File: src/rtl/alu_op_sequencer_if.sv
// Request/result bundle between instruction control and the ALU op sequencer.
interface alu_op_sequencer_if #(
   parameter int DATA_W = 8,
   parameter int CNT_W  = 8
);
   logic              req_valid;
   logic              req_ready;
   logic [3:0]        req_func;
   logic [DATA_W-1:0] req_a;
   logic [DATA_W-1:0] req_b;
   logic [6:0]        en;
   logic [DATA_W-1:0] op_a;
   logic [DATA_W-1:0] op_b;
   logic              done;
   logic [3:0]        res_func;
   logic              illegal;
   logic              div_zero;
   logic              busy;
   logic [CNT_W-1:0]  op_count;

   // Instruction control side
   modport master (
      output req_valid, req_func, req_a, req_b,
      input  req_ready, en, op_a, op_b, done, res_func, illegal, div_zero, busy, op_count
   );

   // Sequencer side
   modport slave (
      input  req_valid, req_func, req_a, req_b,
      output req_ready, en, op_a, op_b, done, res_func, illegal, div_zero, busy, op_count
   );
endinterface

File: src/rtl/alu_op_sequencer.sv
// ALU op sequencer: accepts one request, holds the decoded one-hot unit
// enable for a short or long window, then pulses done with status flags.
module alu_op_sequencer #(
   parameter int DATA_W       = 8,
   parameter int SHORT_CYCLES = 1,
   parameter int LONG_CYCLES  = 8,
   parameter int CNT_W        = 8
) (
   input  logic                clk,
   input  logic                rst,
   alu_op_sequencer_if.slave   bus
);

   localparam int MAX_CYC = (LONG_CYCLES > SHORT_CYCLES) ? LONG_CYCLES : SHORT_CYCLES;
   localparam int HOLD_W  = $clog2(MAX_CYC + 1);

   typedef enum logic [1:0] {IDLE, EXEC, DONE} state_t;

   state_t            state;
   logic [HOLD_W-1:0] hold;
   logic [3:0]        func_q;
   logic [DATA_W-1:0] a_q;
   logic [DATA_W-1:0] b_q;
   logic [6:0]        en_q;
   logic              done_q;
   logic [3:0]        res_func_q;
   logic              illegal_q;
   logic              div_zero_q;
   logic [CNT_W-1:0]  op_count_q;

   // Function code to one-hot unit enable; zero means unsupported.
   function automatic logic [6:0] decode(input logic [3:0] f);
      case (f)
         4'b0011: decode = 7'b0100000; // add
         4'b0100: decode = 7'b0010000; // sub
         4'b0101: decode = 7'b1000000; // xor
         4'b0110: decode = 7'b0000100; // or
         4'b0111: decode = 7'b0001000; // and
         4'b1000: decode = 7'b0000010; // div
         4'b1001: decode = 7'b0000001; // mod
         default: decode = 7'b0000000;
      endcase
   endfunction

   function automatic logic is_long(input logic [3:0] f);
      is_long = (f == 4'b1000) || (f == 4'b1001);
   endfunction

   // Sequencer FSM; every output is a register or a decode of state.
   always_ff @(posedge clk) begin
      if (rst) begin
         state      <= IDLE;
         hold       <= '0;
         func_q     <= '0;
         a_q        <= '0;
         b_q        <= '0;
         en_q       <= '0;
         done_q     <= 1'b0;
         res_func_q <= '0;
         illegal_q  <= 1'b0;
         div_zero_q <= 1'b0;
         op_count_q <= '0;
      end else begin
         case (state)
            IDLE: begin
               if (bus.req_valid) begin
                  func_q <= bus.req_func;
                  a_q    <= bus.req_a;
                  b_q    <= bus.req_b;
                  if (|decode(bus.req_func)) begin
                     state <= EXEC;
                     en_q  <= decode(bus.req_func);
                     hold  <= is_long(bus.req_func) ? HOLD_W'(LONG_CYCLES)
                                                    : HOLD_W'(SHORT_CYCLES);
                  end else begin
                     // Unsupported codes skip the enable window entirely.
                     state      <= DONE;
                     done_q     <= 1'b1;
                     illegal_q  <= 1'b1;
                     res_func_q <= bus.req_func;
                  end
               end
            end
            EXEC: begin
               if (hold == HOLD_W'(1)) begin
                  state      <= DONE;
                  en_q       <= '0;
                  done_q     <= 1'b1;
                  res_func_q <= func_q;
                  div_zero_q <= is_long(func_q) && (b_q == '0);
               end else begin
                  hold <= hold - HOLD_W'(1);
               end
            end
            DONE: begin
               state      <= IDLE;
               done_q     <= 1'b0;
               illegal_q  <= 1'b0;
               div_zero_q <= 1'b0;
               // Divide-by-zero still counts as a completed legal op.
               if (!illegal_q) op_count_q <= op_count_q + CNT_W'(1);
            end
            default: state <= IDLE;
         endcase
      end
   end

   assign bus.req_ready = (state == IDLE);
   assign bus.busy      = (state != IDLE);
   assign bus.en        = en_q;
   assign bus.op_a      = a_q;
   assign bus.op_b      = b_q;
   assign bus.done      = done_q;
   assign bus.res_func  = res_func_q;
   assign bus.illegal   = illegal_q;
   assign bus.div_zero  = div_zero_q;
   assign bus.op_count  = op_count_q;

endmodule
File: src/flat_wrapper.sv
// flat-port wrapper written by rule: the top's interface ports become plain ports
module alu_op_sequencer_flat 
#(
   parameter int DATA_W       = 8,
   parameter int SHORT_CYCLES = 1,
   parameter int LONG_CYCLES  = 8,
   parameter int CNT_W        = 8
)
  (clk, rst, bus_req_valid, bus_req_func, bus_req_a, bus_req_b, bus_req_ready, bus_en, bus_op_a, bus_op_b, bus_done, bus_res_func, bus_illegal, bus_div_zero, bus_busy, bus_op_count);
  alu_op_sequencer_if #(.DATA_W(DATA_W), .CNT_W(CNT_W)) bus_i ();
  input  logic clk;
  input  logic rst;
  input wire logic [$bits(bus_i.req_valid)-1:0] bus_req_valid;
  input wire logic [$bits(bus_i.req_func)-1:0] bus_req_func;
  input wire logic [$bits(bus_i.req_a)-1:0] bus_req_a;
  input wire logic [$bits(bus_i.req_b)-1:0] bus_req_b;
  output wire logic [$bits(bus_i.req_ready)-1:0] bus_req_ready;
  output wire logic [$bits(bus_i.en)-1:0] bus_en;
  output wire logic [$bits(bus_i.op_a)-1:0] bus_op_a;
  output wire logic [$bits(bus_i.op_b)-1:0] bus_op_b;
  output wire logic [$bits(bus_i.done)-1:0] bus_done;
  output wire logic [$bits(bus_i.res_func)-1:0] bus_res_func;
  output wire logic [$bits(bus_i.illegal)-1:0] bus_illegal;
  output wire logic [$bits(bus_i.div_zero)-1:0] bus_div_zero;
  output wire logic [$bits(bus_i.busy)-1:0] bus_busy;
  output wire logic [$bits(bus_i.op_count)-1:0] bus_op_count;
  assign bus_i.req_valid = bus_req_valid;
  assign bus_i.req_func = bus_req_func;
  assign bus_i.req_a = bus_req_a;
  assign bus_i.req_b = bus_req_b;
  assign bus_req_ready = bus_i.req_ready;
  assign bus_en = bus_i.en;
  assign bus_op_a = bus_i.op_a;
  assign bus_op_b = bus_i.op_b;
  assign bus_done = bus_i.done;
  assign bus_res_func = bus_i.res_func;
  assign bus_illegal = bus_i.illegal;
  assign bus_div_zero = bus_i.div_zero;
  assign bus_busy = bus_i.busy;
  assign bus_op_count = bus_i.op_count;
  alu_op_sequencer #(.DATA_W(DATA_W), .SHORT_CYCLES(SHORT_CYCLES), .LONG_CYCLES(LONG_CYCLES), .CNT_W(CNT_W)) u_core (.clk(clk), .rst(rst), .bus(bus_i));
endmodule
File: config.mk
export PLATFORM = sky130hd
export DESIGN_NAME = alu_op_sequencer_flat
export DESIGN_NICKNAME = d
export VERILOG_FILES = /design/src/rtl/alu_op_sequencer_if.sv /design/src/rtl/alu_op_sequencer.sv /design/src/flat_wrapper.sv
export SDC_FILE = /design/constraint.sdc
export NUM_CORES = 1
export LEC_CHECK = 0
export CORE_ASPECT_RATIO = 0.5
export CORE_MARGIN = 2
export CORE_UTILIZATION = 51
export DETAILED_ROUTE_END_ITERATION = 6
export PLACE_DENSITY = 0.92
export REMOVE_ABC_BUFFERS = 1
export SLEW_MARGIN = 0
export SYNTH_ARGS = -nofsm -noshare
export SYNTH_HDL_FRONTEND = slang
export SYNTH_SLANG_ARGS = --single-unit
File: constraint.sdc
create_clock -name clk -period 4.8 [get_ports clk]
set_input_delay 0.96 -clock clk [delete_from_list [all_inputs] [get_ports clk]]
set_output_delay 0.96 -clock clk [all_outputs]
set_load 0.005 [all_outputs]
==> metrics, run 1 <==
leading area contributor after synthesis dfxtp_1; largest net degree at the start of global routing 45; hold path cells 2; relative slew slack 0.463; global-route wire length before repair 9000 um; TritonCTS Buffers 5; top-level I/O count 63; Final Cycle Share 0.627; Hold Path Class flip-flop to flip-flop; ys async rst share 0; CTS Hold Buffers Added 0; antenna violation net count after detailed routing 0; sequential fraction of the synthesis area 0.442; Hold WS 0.464 ns; # diodes 0; final setup violation count 0; Mapped Cells 260; Placement Setup Slack 1.49 ns; drt drc 0; Synth Register Bits 48; most frequent cells in the layout 62 x clkdlybuf4s50_1, 56 x nand2_1, 48 x dfxtp_1; critical path fanouts, max 23; 1st-pass router iterations 4; Row Count 16; clk slew on worst S/H paths 0.09 ns; initial DRC count 140; vias 2075; Die H between 50 and 60 um; Layout Cells excl Fill 370; reg-to-reg startpoint u_core.state[0]$_SDFFE_PP0P_; clk_lat worst skew 0.31 ns; MaxCap Viol Count 0; Layout fillers 298; vias in the first global route slightly below 2k; Core ar. about 4000 um2; Max Clk Rate ~330 MHz; hold wc startpoint u_core.func_q[0]$_SDFFE_PP0P_; RD Place Congestion 0.889; Slew @ Worst Pin 0.805 ns; status finished, final reports clean; Static Leak between 1 and 1.5 nW; Resized Gates After CTS 0; commonest non-fill, non-tap cell in the layout clkdlybuf4s50_1; CTS tree done; R2R Path End u_core.bus.en[0]$_SDFFE_PP0P_; Total GRT Usage 0.241; Worst setup EP type flip-flop; Tmin final 3.01 ns; Post-DP HPWL 3970 um; Final nets between 300 and 400; die area 4830 um2; Die W 96.3 um; power per cell area 322 nW/um2; WP data arrival 3.25 ns; Slew Viols, Final 0; Final Util 0.722; RSZ-0062 raised after global routing false; Via density 5.61; worst-case reg-to-reg path depth 6; Yosys cell types 46; DR WL/cell 14.9 um; Clock Skew 0.0123 ns; clock root buffer clkbuf_8; Placed Cells incl. Taps ~360; starting density of the core 0.543; top cells by area, synth dfxtp_1 44%, nand2_1 9.7%, a21oi_1 7.1%, mux2i_1 3.7%, ha_1 3.5%; Ys Warns 0; hold path endpoint u_core.func_q[0]$_SDFFE_PP0P_; VDD IR-drop max 178 uV; clk sink count 48; WS Path Type input pin to flip-flop; Syn-to-layout area delta 32.9%; main flop type after synthesis dfxtp_1; post-route setup slack 1.79 ns; crit path launch type input pin; layout cells sized above 1 0.0538; FF-to-FF setup slack between 2 and 2.5 ns; H-tree Lvls 2; final hold violation count 0; Post-Syn Area per Cell approximately 8.4 um2; Sum Neg Setup Slack 0 ns; Mapped Area 2170 um2; GRT overflow 0; clk buf depth 2; area fraction of the dominant cell type after synthesis 0.442; Post-synth EDFFs 0; total wire length between 5000 and 6000 um; PortBufs 62; Req. time, crit path 5.04 ns; initial antenna violation count 0; Post-CTS Setup Bufs 0
## worst max-delay path, cell delays in order
cell and delay (ns):
clkdlybuf4s50_1 0.54, and2_1 0.68, a32oi_2 0.35, or4b_1 0.57, a21oi_1 0.14
## where the power goes
part	leakage (nW)	total [mW]	internal, mW	switching [mW]
Combinational	0.608	0.235	0.115	0.120
Clock	0.0479	0.242	0.102	0.140
Sequential	0.392	0.453	0.430	0.0236
Total	1.05	0.930	0.646	0.283
## synthesized netlist by cell type, types with 4 or more instances
cell and instances:
nand4_1 4, xor2_1 6, clkbuf_1 10, dfxtp_1 48, ha_1 6, inv_1 7
mux2i_1 8, a21oi_1 31, nand3_1 5, nand2_1 56, a311oi_1 4, nor2_1 17
o21ai_0 11
## area by class of cell
type,instances,area [um2],share of cell area
multi-input cells,189,1110,0.386
flip-flops and latches,48,961,0.333
repair buffers,63,628,0.217
clock buffers,5,68.8,0.0238
well taps,54,67.6,0.0234
inverters,8,30.0,0.0104
clock inverters,3,18.8,0.00650
## sequential cells by signal (all words and copies together), names as in the netlist
signal,cells
u_core.bus.done,1
u_core.bus.res_func,4
u_core.state,2
u_core.bus.en,7
u_core.bus.illegal,1
u_core.func_q,4
u_core.bus.div_zero,1
u_core.hold,4
u_core.bus.op_b,8
u_core.bus.op_a,8
u_core.bus.op_count,8
## metal layers
metal,routed length (um),share of wire,GRT usage,up-vias
li1,-,-,-,1012
met1,2450,0.44,0.300,988
met2,2640,0.48,0.403,64
met3,328,0.060,0.0706,11
met4,86,0.016,0.0798,0
met5,0,0,0,-
## kinds of logic after synthesis
logic type | after synthesis | synth area share
flip-flops | 48 | 0.442
XOR/XNOR | 7 | 0.0282
adder cells (fa/ha/maj) | 6 | 0.0345
buffers and inverters | 23 | 0.0449
AO/OA/AOI/OAI | 61 | 0.176
multiplexers | 9 | 0.0420
AND/OR/NAND/NOR | 106 | 0.232
## metrics by stage
stage	total power, mW	instance area (um2)
final	0.930	2890
after global routing	0.973	2890
after CTS	0.931	2890
after detailed placement	0.694	2800
after global placement	0.683	2800
after floorplan	0.577	2110
## worst max path at each step
stage / from / to / slack (ns) / depth (start not counted)
floorplan: bus_req_valid / u_core.bus.en[0]$_SDFFE_PP0P_ / 2.37 / 4
global placement: bus_req_valid / u_core.bus.en[0]$_SDFFE_PP0P_ / 1.56 / 5
detailed placement: bus_req_valid / u_core.bus.en[0]$_SDFFE_PP0P_ / 1.49 / 5
CTS: bus_req_valid / u_core.bus.en[0]$_SDFFE_PP0P_ / 1.80 / 5
global route: bus_req_valid / u_core.bus.en[0]$_SDFFE_PP0P_ / 1.63 / 5
finish: bus_req_valid / u_core.bus.en[0]$_SDFFE_PP0P_ / 1.79 / 5
Power figures use the tool's default switching activity.
==> run 2, diff against run 1 <==
Settings changed: CORE_UTILIZATION 51 to 47, PLACE_DENSITY 0.92 to 0.86.
Clock period 4.8 ns to 3.2 ns, I/O delays scaled along.
==> run 2 against run 1 <==
Compared with the run above:
- utilization decreased by 6.4 points
- final cell count rose by 1.4%
- sequential share of layout area down 0.21 points
- power grew 50%
- non-clock buffer count increased by 2
- worst hold slack lost 0.0056 ns
- clock skew down 0.0057 ns
- design area increased by 0.65%
- global-route usage down 3.4 points
- critical endpoint is now bus_busy
- largest power group unchanged
==> metrics, run 2 (synthesis gave the netlist of run 1 again) <==
status finished, final reports clean; vias in the first global route 1925 (-2.3%); CTS Hold Buffers Added 0 (unchanged); clk_lat worst skew 0.30 ns (about the same); global-route wire length before repair 8520 um (-5.4%); # diodes 0 (unchanged); top-level I/O count 63 (unchanged); final setup violation count 0 (unchanged); worst-case reg-to-reg path depth 6 (unchanged); power per cell area 478 nW/um2 (+49%); R2R Path End u_core.bus.res_func[3]$_SDFFE_PP0P_; Worst setup EP type primary output; DR WL/cell 14.0 um (-5.6%); antenna violation net count after detailed routing 0 (unchanged); drt drc 0 (unchanged); RD Place Congestion 0.815 (-8.4%); hold wc startpoint u_core.bus.op_a[0]$_SDFFE_PP0P_; Die H 52.1 um (+3.8%); Tot Pwr 1.39 mW (+50%); CP startpoint u_core.state[1]$_SDFFE_PP0P_; Via density 5.44 (-3.0%); Clock Power Share 0.256 (-0.004); CTS tree done; commonest non-fill, non-tap cell in the layout clkdlybuf4s50_1; Sum Neg Setup Slack 0 ns (unchanged); Resized Gates After CTS 0 (unchanged); Post-DP HPWL 3830 um (-3.3%); die area 5220 um2 (+8.0%); 1st-pass router iterations 4 (unchanged); GRT overflow 0 (unchanged); layout cells sized above 1 0.0597 (+0.00595); CP max stage delay 0.52 ns (-0.16 ns); RSZ-0062 raised after global routing false; starting density of the core 0.491 (-0.0516); switch share 0.300 (-0.00511); WS Path Type flip-flop to primary output; crit path capture bus_busy; Slew Viols, Final 0 (unchanged); Layout Cells excl Fill 375 (+1.4%); sequential share of power 0.487 (about the same); Max Clk Rate 417 MHz; most frequent cells in the layout 62 x clkdlybuf4s50_1, 56 x nand2_1, 48 x dfxtp_1; relative slew slack 0.516 (+0.0528); final hold violation count 0 (unchanged); clock root buffer clkbuf_8; FF-to-FF setup slack 0.94 ns (-1.21 ns); combinational share of power 0.256 (+0.004); Tmin final 2.40 ns; Static Leak 1.06 nW (+0.92%); initial antenna violation count 0 (unchanged); Final nets 346 (+0.58%); WP data arrival 1.76 ns (-1.49 ns); vias 2041 (-1.6%); largest net degree at the start of global routing 43 (-4.4%); Critical Path Slowest Stage Cell clkdlybuf4s50_1; Clock Skew 0.00663 ns (-0.00568 ns); initial DRC count 76 (-46%); Req. time, crit path 2.56 ns (-2.48 ns); Hold WS 0.459 ns (-0.00564 ns); H-tree Lvls 2 (unchanged); Final Cycle Share 0.749; clk sink count 48 (unchanged); Switch Pwr 0.416 mW (+47%); reg-to-reg startpoint u_core.state[1]$_SDFFE_PP0P_; Core ar. 4420 um2 (+10%); total wire length 5270 um (-4.3%); Power Internal 0.974 mW (+51%); critical path fanouts, max 9 (-61%); Final Util 0.657 (-0.0643); Slew @ Worst Pin 0.726 ns (-0.0791 ns); TritonCTS Buffers 5 (unchanged); Total GRT Usage 0.207 (-0.0341); crit path launch type flip-flop; VDD IR-drop max 206 uV (+16%); clk slew on worst S/H paths 0.08 ns (about the same); PortBufs 62 (unchanged); Post-CTS Setup Bufs 0 (unchanged); CP cell instances inv_1 -> ha_1 -> inv_1 -> clkdlybuf4s50_1; Syn-to-layout area delta 33.8%; clk buf depth 2 (unchanged); Hold Path Class flip-flop to flip-flop; MaxCap Viol Count 0 (unchanged); Die W 100 um (+4.0%); most used cell, CP inv_1; Row Count 17 (+1); Placed Cells incl. Taps 367 (+1.4%)
[run 2: worst min path at each step]
stage                     cells after the start                         endpoint  slack, ns
after detailed placement                      2  u_core.bus.op_a[0]$_SDFFE_PP0P_       0.45
after CTS                                     2  u_core.bus.op_a[1]$_SDFFE_PP0P_       0.46
after global routing                          2  u_core.bus.op_a[5]$_SDFFE_PP0P_       0.48
final                                         2  u_core.bus.op_a[0]$_SDFFE_PP0P_       0.46
after global placement                        2  u_core.bus.op_a[1]$_SDFFE_PP0P_       0.45
after floorplan                               2    u_core.func_q[0]$_SDFFE_PP0P_       0.43
[run 2: layout make-up]
| type | instances | area [um2] |
|---|---|---|
| repair buffers | 65 | 643 |
| fillers | 369 | 1520 |
| well taps | 57 | 71.3 |
| multi-input cells | 189 | 1110 |
| inverters | 8 | 30.0 |
| flip-flops and latches | 48 | 961 |
| clock buffers | 5 | 68.8 |
| clock inverters | 3 | 18.8 |
[run 2: metal layers]
layer / vias to the layer above / track usage / share of wire
met2: 53 / 0.364 / 0.49
met5: - / 0 / 0
li1: 1023 / - / -
met4: 0 / 0.0753 / 0.014
met3: 8 / 0.0511 / 0.045
met1: 957 / 0.250 / 0.46
[run 2: critical path, delay by kind of cell, from the launching register on]
kind                     cells  cell delay, ns
buffers and inverters        3            0.78
adder cells (fa/ha/maj)      1            0.30
flip-flops                   1            0.38
[run 2: power by group through the flow]
stage	Clock (mW)	Sequential (mW)	Combinational (mW)
floorplan	0	0.689	0.176
CTS	0.366	0.677	0.356
finish	0.356	0.677	0.356
global route	0.388	0.683	0.389
global placement	0	0.689	0.342
detailed placement	0	0.691	0.354
[run 2: through the flow]
stage | cell area, um2 | setup WS, ns
6_report | 2910 | 0.804
5_1_grt | 2910 | 0.742
4_1_cts | 2910 | 0.819
3_5_place_dp | 2820 | 0.618
3_3_place_gp | 2820 | 0.679
2_1_floorplan | 2110 | 1.00
